[src/rtl/mcycle_dispatch_if.sv]
// Request / issue / writeback / hazard signal bundle for the mul/div dispatch controller.
// slave is the dispatch side; master is the pipeline plus multi-cycle unit side.
interface mcycle_dispatch_if #(
    parameter int width = 32
);
    logic             ReqValid;
    logic             ReqReady;
    logic             ReqOp;
    logic [width-1:0] ReqOp1;
    logic [width-1:0] ReqOp2;
    logic [3:0]       ReqWA3;
    logic             MStart;
    logic             MOp;
    logic [width-1:0] MOperand1;
    logic [width-1:0] MOperand2;
    logic [3:0]       MWA3;
    logic             MBusy;
    logic             MDone;
    logic [width-1:0] MResult;
    logic             WBValid;
    logic [width-1:0] WBData;
    logic [3:0]       WBAddr;
    logic             WBAccept;
    logic [3:0]       RA1;
    logic [3:0]       RA2;
    logic             Hazard1;
    logic             Hazard2;

    modport slave (
        input  ReqValid, ReqOp, ReqOp1, ReqOp2, ReqWA3,
        input  MBusy, MDone, MResult, WBAccept, RA1, RA2,
        output ReqReady, MStart, MOp, MOperand1, MOperand2, MWA3,
        output WBValid, WBData, WBAddr, Hazard1, Hazard2
    );

    modport master (
        output ReqValid, ReqOp, ReqOp1, ReqOp2, ReqWA3,
        output MBusy, MDone, MResult, WBAccept, RA1, RA2,
        input  ReqReady, MStart, MOp, MOperand1, MOperand2, MWA3,
        input  WBValid, WBData, WBAddr, Hazard1, Hazard2
    );
endinterface

[src/rtl/mcycle_dispatch.sv]
// Queues MUL/DIV requests, issues them one at a time to the multi-cycle unit,
// holds each result for writeback and flags RAW hazards on pending destinations.
module mcycle_dispatch #(
    parameter int width = 32,
    parameter int DEPTH = 2
) (
    input logic             CLK,
    input logic             Reset,
    mcycle_dispatch_if.slave bus
);
    localparam int PW = (DEPTH > 1) ? $clog2(DEPTH) : 1;
    localparam int CW = PW + 1;

    typedef enum logic [1:0] {IDLE, WAIT, HOLD} state_e;

    typedef struct packed {
        logic             op;
        logic [width-1:0] op1;
        logic [width-1:0] op2;
        logic [3:0]       wa3;
    } entry_t;

    entry_t           mem_q [DEPTH];
    logic [PW-1:0]    wr_ptr_q, wr_ptr_d;
    logic [PW-1:0]    rd_ptr_q, rd_ptr_d;
    logic [CW-1:0]    count_q, count_d;
    state_e           state_q, state_d;
    logic [3:0]       inflight_wa_q, inflight_wa_d;
    logic             wb_valid_q, wb_valid_d;
    logic [width-1:0] wb_data_q, wb_data_d;
    logic [3:0]       wb_addr_q, wb_addr_d;

    logic   full, empty, push, start;
    entry_t head;
    logic [PW-1:0] offs;
    logic   haz1, haz2;

    assign full  = (count_q == CW'(DEPTH));
    assign empty = (count_q == '0);
    assign push  = bus.ReqValid && !full;
    assign head  = mem_q[rd_ptr_q];

    always_comb begin
        state_d       = state_q;
        start         = 1'b0;
        inflight_wa_d = inflight_wa_q;
        wb_valid_d    = wb_valid_q;
        wb_data_d     = wb_data_q;
        wb_addr_d     = wb_addr_q;
        case (state_q)
            IDLE: begin
                if (!empty && !bus.MBusy) begin
                    start         = 1'b1;
                    inflight_wa_d = head.wa3;
                    state_d       = WAIT;
                end
            end
            WAIT: begin
                if (bus.MDone) begin
                    wb_valid_d = 1'b1;
                    wb_data_d  = bus.MResult;
                    wb_addr_d  = inflight_wa_q;
                    state_d    = HOLD;
                end
            end
            HOLD: begin
                if (bus.WBAccept) begin
                    wb_valid_d = 1'b0;
                    state_d    = IDLE;
                end
            end
            default: state_d = IDLE;
        endcase
    end

    // Pop happens only on the issue cycle; push and pop together leave count unchanged.
    always_comb begin
        wr_ptr_d = push  ? wr_ptr_q + PW'(1) : wr_ptr_q;
        rd_ptr_d = start ? rd_ptr_q + PW'(1) : rd_ptr_q;
        count_d  = count_q;
        if (push && !start)
            count_d = count_q + CW'(1);
        else if (!push && start)
            count_d = count_q - CW'(1);
    end

    always_ff @(posedge CLK) begin
        if (Reset) begin
            state_q       <= IDLE;
            wr_ptr_q      <= '0;
            rd_ptr_q      <= '0;
            count_q       <= '0;
            inflight_wa_q <= '0;
            wb_valid_q    <= 1'b0;
            wb_data_q     <= '0;
            wb_addr_q     <= '0;
        end else begin
            state_q       <= state_d;
            wr_ptr_q      <= wr_ptr_d;
            rd_ptr_q      <= rd_ptr_d;
            count_q       <= count_d;
            inflight_wa_q <= inflight_wa_d;
            wb_valid_q    <= wb_valid_d;
            wb_data_q     <= wb_data_d;
            wb_addr_q     <= wb_addr_d;
        end
    end

    always_ff @(posedge CLK) begin
        if (push)
            mem_q[wr_ptr_q] <= '{op: bus.ReqOp, op1: bus.ReqOp1, op2: bus.ReqOp2, wa3: bus.ReqWA3};
    end

    // An entry is live when its distance from the read pointer is below the count.
    always_comb begin
        haz1 = 1'b0;
        haz2 = 1'b0;
        offs = '0;
        for (int unsigned i = 0; i < DEPTH; i++) begin
            offs = PW'(i) - rd_ptr_q;
            if ({1'b0, offs} < count_q) begin
                if (mem_q[i].wa3 == bus.RA1) haz1 = 1'b1;
                if (mem_q[i].wa3 == bus.RA2) haz2 = 1'b1;
            end
        end
        if (state_q == WAIT) begin
            if (inflight_wa_q == bus.RA1) haz1 = 1'b1;
            if (inflight_wa_q == bus.RA2) haz2 = 1'b1;
        end
        if (wb_valid_q) begin
            if (wb_addr_q == bus.RA1) haz1 = 1'b1;
            if (wb_addr_q == bus.RA2) haz2 = 1'b1;
        end
    end

    assign bus.ReqReady  = !full;
    assign bus.MStart    = start;
    assign bus.MOp       = head.op;
    assign bus.MOperand1 = head.op1;
    assign bus.MOperand2 = head.op2;
    assign bus.MWA3      = head.wa3;
    assign bus.WBValid   = wb_valid_q;
    assign bus.WBData    = wb_data_q;
    assign bus.WBAddr    = wb_addr_q;
    assign bus.Hazard1   = haz1;
    assign bus.Hazard2   = haz2;
endmodule

[src/flat_wrapper.sv]
// flat-port wrapper written by rule: the top's interface ports become plain ports
module mcycle_dispatch_flat 
#(
    parameter int width = 32,
    parameter int DEPTH = 2
)
  (CLK, Reset, bus_ReqValid, bus_ReqOp, bus_ReqOp1, bus_ReqOp2, bus_ReqWA3, bus_MBusy, bus_MDone, bus_MResult, bus_WBAccept, bus_RA1, bus_RA2, bus_ReqReady, bus_MStart, bus_MOp, bus_MOperand1, bus_MOperand2, bus_MWA3, bus_WBValid, bus_WBData, bus_WBAddr, bus_Hazard1, bus_Hazard2);
  mcycle_dispatch_if #(.width(width)) bus_i ();
  input logic CLK;
  input logic Reset;
  input wire logic [$bits(bus_i.ReqValid)-1:0] bus_ReqValid;
  input wire logic [$bits(bus_i.ReqOp)-1:0] bus_ReqOp;
  input wire logic [$bits(bus_i.ReqOp1)-1:0] bus_ReqOp1;
  input wire logic [$bits(bus_i.ReqOp2)-1:0] bus_ReqOp2;
  input wire logic [$bits(bus_i.ReqWA3)-1:0] bus_ReqWA3;
  input wire logic [$bits(bus_i.MBusy)-1:0] bus_MBusy;
  input wire logic [$bits(bus_i.MDone)-1:0] bus_MDone;
  input wire logic [$bits(bus_i.MResult)-1:0] bus_MResult;
  input wire logic [$bits(bus_i.WBAccept)-1:0] bus_WBAccept;
  input wire logic [$bits(bus_i.RA1)-1:0] bus_RA1;
  input wire logic [$bits(bus_i.RA2)-1:0] bus_RA2;
  output wire logic [$bits(bus_i.ReqReady)-1:0] bus_ReqReady;
  output wire logic [$bits(bus_i.MStart)-1:0] bus_MStart;
  output wire logic [$bits(bus_i.MOp)-1:0] bus_MOp;
  output wire logic [$bits(bus_i.MOperand1)-1:0] bus_MOperand1;
  output wire logic [$bits(bus_i.MOperand2)-1:0] bus_MOperand2;
  output wire logic [$bits(bus_i.MWA3)-1:0] bus_MWA3;
  output wire logic [$bits(bus_i.WBValid)-1:0] bus_WBValid;
  output wire logic [$bits(bus_i.WBData)-1:0] bus_WBData;
  output wire logic [$bits(bus_i.WBAddr)-1:0] bus_WBAddr;
  output wire logic [$bits(bus_i.Hazard1)-1:0] bus_Hazard1;
  output wire logic [$bits(bus_i.Hazard2)-1:0] bus_Hazard2;
  assign bus_i.ReqValid = bus_ReqValid;
  assign bus_i.ReqOp = bus_ReqOp;
  assign bus_i.ReqOp1 = bus_ReqOp1;
  assign bus_i.ReqOp2 = bus_ReqOp2;
  assign bus_i.ReqWA3 = bus_ReqWA3;
  assign bus_i.MBusy = bus_MBusy;
  assign bus_i.MDone = bus_MDone;
  assign bus_i.MResult = bus_MResult;
  assign bus_i.WBAccept = bus_WBAccept;
  assign bus_i.RA1 = bus_RA1;
  assign bus_i.RA2 = bus_RA2;
  assign bus_ReqReady = bus_i.ReqReady;
  assign bus_MStart = bus_i.MStart;
  assign bus_MOp = bus_i.MOp;
  assign bus_MOperand1 = bus_i.MOperand1;
  assign bus_MOperand2 = bus_i.MOperand2;
  assign bus_MWA3 = bus_i.MWA3;
  assign bus_WBValid = bus_i.WBValid;
  assign bus_WBData = bus_i.WBData;
  assign bus_WBAddr = bus_i.WBAddr;
  assign bus_Hazard1 = bus_i.Hazard1;
  assign bus_Hazard2 = bus_i.Hazard2;
  mcycle_dispatch #(.width(width), .DEPTH(DEPTH)) u_core (.CLK(CLK), .Reset(Reset), .bus(bus_i));
endmodule
[config.mk]
export PLATFORM = sky130hd
export DESIGN_NAME = mcycle_dispatch_flat
export DESIGN_NICKNAME = d
export VERILOG_FILES = /design/src/rtl/mcycle_dispatch_if.sv /design/src/rtl/mcycle_dispatch.sv /design/src/flat_wrapper.sv
export SDC_FILE = /design/constraint.sdc
export NUM_CORES = 1
export LEC_CHECK = 0
export CAP_MARGIN = 30
export CORE_MARGIN = 2
export CORE_UTILIZATION = 43
export CTS_BUF_LIST = sky130_fd_sc_hd__clkbuf_4 sky130_fd_sc_hd__clkbuf_8
export DETAILED_ROUTE_END_ITERATION = 7
export GPL_ROUTABILITY_DRIVEN = 0
export PLACE_DENSITY = 0.78
export SYNTH_ARGS = -nofsm -noshare
export SYNTH_HDL_FRONTEND = slang
export SYNTH_SLANG_ARGS = --single-unit
[constraint.sdc]
create_clock -name CLK -period 3.85 [get_ports CLK]
set_input_delay 0.385 -clock CLK [delete_from_list [all_inputs] [get_ports CLK]]
set_output_delay 0.385 -clock CLK [all_outputs]
set_load 0.03 [all_outputs]
==> flow_summary.json, run 1 <==
{
  "p_sw_share_pct": 34.7,
  "grt_pass1_wl_um": 25000,
  "finalCritPeriodShare_pct": 75.7,
  "synth_seq_cells": 186,
  "switchingPower_mw": 2.13,
  "portBuffers": 224,
  "path_buf_inv": 2,
  "hold_ws_ps": 451,
  "syn_area_per_cell_um2": 14.8,
  "syn_to_final_growth_pct": 39.9,
  "hold_viol_final": 0,
  "arrival_ps": 2530,
  "worst_slew_pin_slew_ps": 819,
  "ys_types": 33,
  "critPathRequiredTime_ps": 3460,
  "cap_viol_max_count": 0,
  "viasPerCell": 4.93,
  "io-pin-count": 225,
  "max_stage_delay_ps": 720,
  "clk_pin_slew_worst_paths_ps": 100,
  "rsz0062_at_grt": "no",
  "cpMaxStageDelayCell": "dfxtp_2",
  "critical_path_depth": 3,
  "cell_internal_pwr_mw": 4.01,
  "setup_viol_count_final": 0,
  "drt-initial-drc-count": 223,
  "hold_buffers": 0,
  "p_comb_share_pct": 36.3,
  "crit_type": "reg -> out",
  "ant_nets": 0,
  "holdCritPathClass": "in -> reg",
  "rows": 47,
  "initial_core_util_pct": 43.6,
  "hold_depth": 3,
  "crit_path_max_fanout": 49,
  "critPathTopFamily": "buffers and inverters",
  "leakage_nw": 3.36,
  "dpl.hpwl_um": 11300,
  "finalMaxSlewViolations": 0,
  "overflow": 0,
  "grt_start_max_net_pins": 61,
  "core_area_mm2": 0.0164,
  "insertion_delay_ps": 460,
  "p_seq_share_pct": 43.1,
  "grt_pass1_vias": 4750,
  "cts_buffers": 17,
  "syn_nets": 599,
  "maxSlewHeadroom_pct": 45.4,
  "finClkSkew_ps": 10.8,
  "tns_ps": 0,
  "cts-resized-gates": 0,
  "cts-htree-levels": 4,
  "clkPwrFrac_pct": 20.5,
  "remaining_drc_errors": 0,
  "utilization_pct": 61.0,
  "r2r_cells": 5,
  "die-area_mm2": 0.0177,
  "nNetsFinal": 818,
  "cts_root_buffer": "clkbuf_8",
  "cts_buffer_depth": 2,
  "cts_sinks": 186,
  "yosys_warnings": 0,
  "fmax_mhz": 343,
  "die_w_um": 133,
  "p_per_area_mw_per_mm2": 614,
  "die_h_um": 133,
  "avgRoutedWirePerCell_um": 17.3,
  "postCtsSetupBuffers": 0,
  "cts_tree": "yes",
  "syn-cell-area_mm2": 0.00715,
  "netlist_instances": 483,
  "status": "finished clean",
  "fin_crit_ps": 2910,
  "antenna_found_initial": 1,
  "vias": 4613,
  "synth_seq_area_share_pct": 71.4,
  "cp_cell_sequence": "buf_12 > mux2_2 > clkdlybuf4s50_1",
  "layout-drive-gt1-share_pct": 15.8,
  "grt_use_total_pct": 18.4,
  "first_pass_iters": 5,
  "start_kind": "flip-flop",
  "routed_wirelength_um": 16200,
  "ir_worst_vdd_mv": 0.260,
  "worstSetupEndpointType": "primary output"
}
==> power groups by stage <==
stage / Sequential [mW] / Clock, mW / Combinational [mW]
after global routing: 2.68 / 1.37 / 2.35
final: 2.65 / 1.26 / 2.23
after CTS: 2.65 / 1.30 / 2.25
after detailed placement: 2.70 / 0 / 2.24
after global placement: 2.68 / 0 / 2.21
after floorplan: 2.68 / 0 / 1.36
==> worst min-delay path: stages <==
cell	delay [ps]
clkdlybuf4s50_1	390
nand2_1	50
a21oi_1	50
==> flip-flops by register name, summed over array words and instances, names as in the netlist, named ones only <==
name and cells:
u_core.count_q 2, u_core.state_q 2, u_core.bus.WBValid 1, u_core.inflight_wa_q 4
u_core.rd_ptr_q 1, u_core.mem_q 138, u_core.wr_ptr_q 1, u_core.bus.WBAddr 4
u_core.bus.WBData 32
==> cell usage in the layout, fill, tap and decap left out, drive strengths merged, types with 2 or more instances in the layout <==
| cell | count |
|---|---|
| clkbuf | 18 |
| clkdlybuf4s50 | 224 |
| a311o | 2 |
| a21oi | 41 |
| nand2 | 78 |
| nor2 | 11 |
| mux2i | 4 |
| nor2b | 2 |
| dfxtp | 48 |
| inv | 11 |
| o22ai | 2 |
| xnor2 | 27 |
| o21ai | 2 |
| clkinv | 5 |
| edfxtp | 138 |
| mux2 | 70 |
| nand3 | 2 |
| xor2 | 9 |
| nor3 | 3 |
| buf | 5 |
| or3 | 2 |
| nand4 | 4 |
==> cells in the mapped netlist <==
library cell    n  share of area [%]
o22ai_1         2               0.17
dfxtp_1        48                 13
nor3_1          3               0.21
clkbuf_1        8               0.42
mux2_2         69                 11
nand2b_1        1              0.088
nand2_4         1               0.16
o21ai_0         2               0.14
nand3_1         2               0.14
a21oi_1        41                2.9
buf_6           4               0.63
or3_1           2               0.17
mux2i_1         4               0.56
ha_1            1               0.17
mux2_1          1               0.16
nand4_1         4               0.35
nand2_1        77                4.0
a311o_1         2               0.28
inv_1           2               0.11
nor2b_1         1              0.088
edfxtp_1      138                 58
and2_1          1              0.088
nor2b_4         1               0.19
o21bai_1        1               0.11
buf_4           1               0.11
buf_2          16                1.1
or3b_1          1               0.12
inv_2           1              0.052
xnor2_2         1               0.23
xor2_1          9                1.1
nor2_1         11               0.58
xnor2_1        26                3.2
and3_1          1              0.088
==> worst paths after layout <==
path / from / slack, ps / to
min: bus_MResult[24] / 450 / u_core.bus.WBData[24]
max: flip-flop / 940 / bus_MOperand2[20]
max reg2reg: u_core.count_q[0] / 1750 / u_core.count_q[1]
min reg2reg: u_core.bus.WBData[18] / 460 / u_core.bus.WBData[18]
==> cell families after synthesis <==
| logic type | count (synthesis) | synth area share, % |
|---|---|---|
| multiplexers | 74 | 11.6 |
| AO/OA/AOI/OAI | 48 | 3.57 |
| buffers and inverters | 32 | 2.43 |
| adder cells (fa/ha/maj) | 1 | 0.175 |
| AND/OR/NAND/NOR | 106 | 6.32 |
| XOR/XNOR | 36 | 4.52 |
| flip-flops | 186 | 71.4 |
==> layout make-up <==
cell class	count	area, µm²
fillers	1228	6400
flip-flops and latches	186	5110
repair buffers	229	2340
multi-input cells	265	1880
well taps	220	275
clock buffers	18	241
clock inverters	14	149
inverters	3	11.3
diodes	1	2.50
==> layer usage <==
| metal | part of all wire [%] | routed length [µm] | track usage, % |
|---|---|---|---|
| met1 | 40 | 6560 | 21.1 |
| met2 | 48 | 7860 | 30.8 |
| met3 | 9.3 | 1500 | 7.01 |
| met4 | 1.8 | 287 | 7.71 |
| met5 | 0 | 0 | 0 |
==> metrics by stage <==
stage	area (µm²)	total power, mW	setup slack, ps	cells
2_1_floorplan	7150	4.04	704	483
3_3_place_gp	9580	4.88	1200	902
3_5_place_dp	9610	4.94	1140	903
4_1_cts	10000	6.20	855	935
5_1_grt	10000	6.40	817	936
6_report	10000	6.14	936	936
Note: power is estimated with default switching activity, not from simulation.
==> run 2: changes to the inputs <==
Settings changed: CORE_UTILIZATION 43 to 48, PLACE_DENSITY 0.78 to 0.82.
Clock period 3.85 ns to 2.7 ns, I/O delays scaled along.
==> run 2 against run 1 <==
Net effect:
- clock power is 54% higher
- register-to-register slack worse by 1100 ps
- utilization up 7.6 points
- sequential share of layout area is 0.21 points higher
- critical path depth is 2 higher
- clock-buffer cell count down 1
- combinational power rose by 44%
- clock skew is 1.0 ps higher
- die area shrank 10%
- first-iteration DRC count increased by 30%
- critical path type unchanged
- critical endpoint is now bus_Hazard2
- largest cell class unchanged
==> flow_summary.json, run 2 (synthesis results as in run 1) <==
{
  "routed_wirelength_um": 16200,
  "holdCritPathClass": "in -> reg",
  "wl_met1_um": 6480,
  "avgRoutedWirePerCell_um": 18.0,
  "ant_nets": 0,
  "overflow": 0,
  "first_pass_iters": 4,
  "io-pin-count": 225,
  "viasPerCell": 5.10,
  "finalMaxSlewViolations": 0,
  "cts-htree-levels": 4,
  "die_h_um": 126,
  "p_per_area_mw_per_mm2": 892,
  "crit_path_max_fanout": 3,
  "start_kind": "flip-flop",
  "layout_commonest_cell": "clkdlybuf4s50_1",
  "rows": 44,
  "vias": 4602,
  "remaining_drc_errors": 0,
  "cts_sinks": 186,
  "drt-initial-drc-count": 289,
  "wl_met2_um": 7950,
  "worst_slew_pin_slew_ps": 610,
  "dpl_cell_area_mm2": 0.00954,
  "cap_viol_max_count": 0,
  "die-area_mm2": 0.0159,
  "antennaDiodeCount": 0,
  "portBuffers": 224,
  "cts_buffer_depth": 2,
  "die_w_um": 126,
  "final_area_mm2": 0.00996,
  "tns_ps": 0,
  "maxSlewHeadroom_pct": 59.3,
  "met3RoutedLength_um": 1550,
  "grt_pass1_wl_um": 24700,
  "arrival_ps": 2300,
  "dpl.hpwl_um": 11400,
  "cts_root_buffer": "clkbuf_8",
  "clk_pin_slew_worst_paths_ps": 100,
  "grt_use_total_pct": 20.1,
  "leakage_nw": 3.38,
  "multi_input_area_mm2": 0.00188,
  "cts_buffers": 17,
  "status": "finished clean",
  "fin_crit_ps": 2570,
  "total_power_mw": 8.89,
  "finClkSkew_ps": 11.8,
  "grt_pass1_vias": 4675,
  "cts_tree": "yes",
  "finalCritPeriodShare_pct": 95.2,
  "ff_latch_area_mm2": 0.00511,
  "insertion_delay_ps": 460,
  "r2r_start": "u_core.count_q[0]",
  "min_from": "bus_MResult[3]",
  "cts-resized-gates": 0,
  "postCtsSetupBuffers": 0,
  "routed.top_layer": "met4",
  "hold_buffers": 0,
  "largest_reg_flops": 138,
  "hold_viol_final": 0,
  "dp_slack_ps": 267,
  "nNetsFinal": 822,
  "initial_core_util_pct": 49.2,
  "syn_to_final_growth_pct": 39.3,
  "mostFrequentLayoutCells": "224 x clkdlybuf4s50_1, 138 x edfxtp_1, 77 x nand2_1",
  "crit_type": "reg -> out",
  "antenna_found_initial": 0,
  "layout-drive-gt1-share_pct": 16.1,
  "worst_slack_ps": 130,
  "rsz0062_at_grt": "no",
  "max_flop_register": "u_core.mem_q",
  "ir_worst_vdd_mv": 0.333,
  "worstSetupEndpointType": "primary output",
  "core_area_mm2": 0.0145,
  "utilization_pct": 68.5,
  "grt_start_max_net_pins": 49,
  "fmax_mhz": 389,
  "fillCellCount": 1010,
  "setup_viol_count_final": 0,
  "cp-startpoint": "u_core.mem_q[0][3]",
  "critPathRequiredTime_ps": 2430
}
==> run 2: routing by layer <==
metal / global-route usage, % / vias to the layer above
met2: 33.8 / 197
li1: - / 2172
met1: 23.7 / 2212
met4: 6.21 / 0
met3: 8.07 / 21
met5: 0 / -
==> run 2: final cells by class <==
| class | count | share of cell area (%) |
|---|---|---|
| Clock buffer | 17 | 2.35 |
| Clock inverter | 15 | 1.91 |
| Inverter | 3 | 0.113 |
| Multi-Input combinational cell | 265 | 18.9 |
| Sequential cell | 186 | 51.3 |
| Tap cell | 184 | 2.31 |
| Timing Repair Buffer | 233 | 23.2 |
==> run 2: per-stage QoR <==
step | hold WS, ps | cells
floorplan | 369 | 483
global placement | 441 | 871
detailed placement | 449 | 871
CTS | 320 | 903
global route | 332 | 903
finish | 352 | 903
==> run 2: worst paths after layout <==
check | end | slack [ps] | cells past startpoint
setup / recovery | bus_Hazard2 | 130 | 5
hold / removal | u_core.bus.WBData[3] | 350 | 3
setup reg to reg | u_core.count_q[1] | 630 | 6
hold reg to reg | u_core.bus.WBData[7] | 460 | 2
==> run 2: power by group <==
group / switching [mW] / leakage (nW) / internal [mW]
combinational: 1.78 / 1.49 / 1.43
clock: 1.00 / 0.212 / 0.935
sequential: 0.176 / 1.68 / 3.56
total: 2.96 / 3.38 / 5.93
==> run 2: critical path, cell delays in order (launching register included) <==
cell and delay [ps]:
edfxtp_1 480, xnor2_1 230, nand4_1 120, o22ai_1 190, a311o_1 150, clkdlybuf4s50_1 690
==> run 3: changes to the inputs <==
Settings changed: CORE_UTILIZATION 48 to 43, PLACE_DENSITY 0.82 to 0.89.
Clock period 2.7 ns to 2.2 ns, I/O delays scaled along.
==> run 3 against run 2 <==
Net effect:
- setup slack better by 25 ps
- sequential power up 23%
- die area up 11%
- non-clock buffer count unchanged
- clock-buffer cell count up 1
- sequential share of layout area down 0.19 points
- critical path depth unchanged
- final cell count up 4.0%
- global-route usage down 2.0 points
- clock power up 18%
- combinational power up 15%
- first-iteration DRC count down 19%
- critical endpoint is now bus_Hazard1
- largest cell class unchanged
- highest routed layer unchanged
==> flow_summary.json, run 3 (synthesis results as in run 1) <==
{
  "status": "finished clean",
  "overflow": 0,
  "finClkSkew_ps": 15.7,
  "finalCritPeriodShare_pct": 92.9,
  "antenna_found_initial": 0,
  "grt_start_max_net_pins": 46,
  "critPathRequiredTime_ps": 1980,
  "fillCellCount": 1254,
  "p_sw_share_pct": 35.0,
  "hold_buffers": 0,
  "r2r_cells": 5,
  "die-area_mm2": 0.0177,
  "whs_endpoint": "u_core.bus.WBData[27]",
  "cts_buffer_depth": 2,
  "p_per_area_mw_per_mm2": 1060,
  "worstSetupEndpointType": "primary output",
  "layout-drive-gt1-share_pct": 17.1,
  "die_h_um": 133,
  "hold_viol_final": 0,
  "avgRoutedWirePerCell_um": 16.8,
  "dpl.hpwl_um": 11000,
  "p_comb_share_pct": 34.9,
  "r2r_slack_ps": 350,
  "portBuffers": 224,
  "cts_root_buffer": "clkbuf_8",
  "io-pin-count": 225,
  "maxSlewHeadroom_pct": 68.3,
  "die_w_um": 133,
  "grt_pass1_vias": 4620,
  "rsz0062_at_grt": "no",
  "remaining_drc_errors": 0,
  "vias": 4606,
  "arrival_ps": 1820,
  "cts-htree-levels": 4,
  "cap_viol_max_count": 0,
  "routed_wirelength_um": 15800,
  "initial_core_util_pct": 43.6,
  "nNetsFinal": 822,
  "viasPerCell": 4.91,
  "cts_buffers": 17,
  "max_flop_register": "u_core.mem_q",
  "mostFrequentLayoutCells": "152 x clkdlybuf4s50_1, 138 x edfxtp_1, 77 x nand2_1",
  "final_area_mm2": 0.0100,
  "worstReg2RegEnd": "u_core.count_q[1]",
  "postCtsSetupBuffers": 0,
  "layout_commonest_cell": "clkdlybuf4s50_1",
  "worst_slew_pin_slew_ps": 475,
  "clk_pin_slew_worst_paths_ps": 100,
  "hold_depth": 3,
  "fmax_mhz": 489,
  "cell_internal_pwr_mw": 6.87,
  "crit_path_max_fanout": 3,
  "grt_use_total_pct": 18.0,
  "ant_nets": 0,
  "tns_ps": 0,
  "cts_sinks": 186,
  "core_area_mm2": 0.0164,
  "p_seq_share_pct": 43.4,
  "min_from": "bus_MResult[27]",
  "start_kind": "flip-flop",
  "cts_tree": "yes",
  "clkPwrFrac_pct": 21.7,
  "antennaDiodeCount": 0,
  "cts-resized-gates": 68,
  "rows": 47,
  "setup_viol_count_final": 0,
  "fin_crit_ps": 2040,
  "drt-initial-drc-count": 233,
  "insertion_delay_ps": 460,
  "r2r_start": "u_core.count_q[1]",
  "syn_to_final_growth_pct": 39.9,
  "ir_worst_vdd_mv": 0.431,
  "finalMaxSlewViolations": 0,
  "first_pass_iters": 4,
  "switchingPower_mw": 3.69,
  "crit_type": "reg -> out",
  "holdCritPathClass": "in -> reg",
  "dpl_cell_area_mm2": 0.00967,
  "grt_pass1_wl_um": 24100,
  "largest_reg_flops": 138,
  "leakage_nw": 3.50
}
## run 3: cell types whose count changed in the layout (fill, tap and decap cells not counted), moves of 2 or more
cell / previous run / this run
clkinv_8: 0 / 4
buf_12: 0 / 7
dlygate4sd2_1: 0 / 68
clkinv_4: 5 / 0
clkdlybuf4s50_1: 224 / 152
buf_4: 9 / 6
bufinv_16: 3 / 1
inv_6: 2 / 5
## run 3: layer usage
layer	part of all wire [%]	vias up	GRT usage [%]
li1	-	2176	-
met4	2.0	0	6.99
met3	9.4	23	6.36
met1	40	2191	21.6
met5	0	-	0
met2	48	216	29.9
## run 3: how the worst max path moves through the flow
stage | slack [ps] | endpoint | depth (start not counted) | from
final | 160 | bus_Hazard1 | 5 | u_core.mem_q[0][3]
after global routing | 50 | bus_Hazard1 | 5 | u_core.mem_q[0][3]
after CTS | 90 | bus_Hazard1 | 5 | u_core.mem_q[0][3]
after detailed placement | 160 | u_core.count_q[1] | 6 | bus_MBusy
after global placement | 170 | u_core.count_q[1] | 6 | bus_MBusy
after floorplan | 40 | u_core.mem_q[0][0] | 3 | u_core.count_q[0]
## run 3: worst max-delay path, stage by stage (launching register included)
cell      delay (ps)
edfxtp_1         480
xnor2_1          170
nand4_1           90
o22ai_1           80
a311o_1          390
buf_12           160
## run 3: power by group through the flow
stage / Clock (mW) / Sequential [mW] / Combinational (mW)
after floorplan: 0 / 4.68 / 2.39
after global placement: 0 / 4.63 / 4.02
final: 2.29 / 4.58 / 3.69
after CTS: 2.35 / 4.58 / 3.73
after global routing: 2.47 / 4.63 / 3.90
after detailed placement: 0 / 4.66 / 4.05
## run 3: layout make-up
type / count / area, µm² / share of cell area (%)
flip-flops and latches: 186 / 5110 / 51.1
repair buffers: 233 / 2300 / 23.0
multi-input cells: 265 / 1890 / 18.9
well taps: 220 / 275 / 2.75
clock buffers: 18 / 241 / 2.41
clock inverters: 14 / 174 / 1.74
inverters: 3 / 11.3 / 0.113
## run 3: metrics by stage
step                utilization [%]  std cells  worst slack [ps]  hold slack (ps)  power, mW
finish                         61.0        939               155              289       10.6
detailed placement             59.0        907               157              448       8.71
global route                   61.0        939              50.9              258       11.0
floorplan                         -        483              37.0              319       7.07
global placement               59.0        907               170              440       8.65
CTS                            61.0        939              94.5              257       10.7
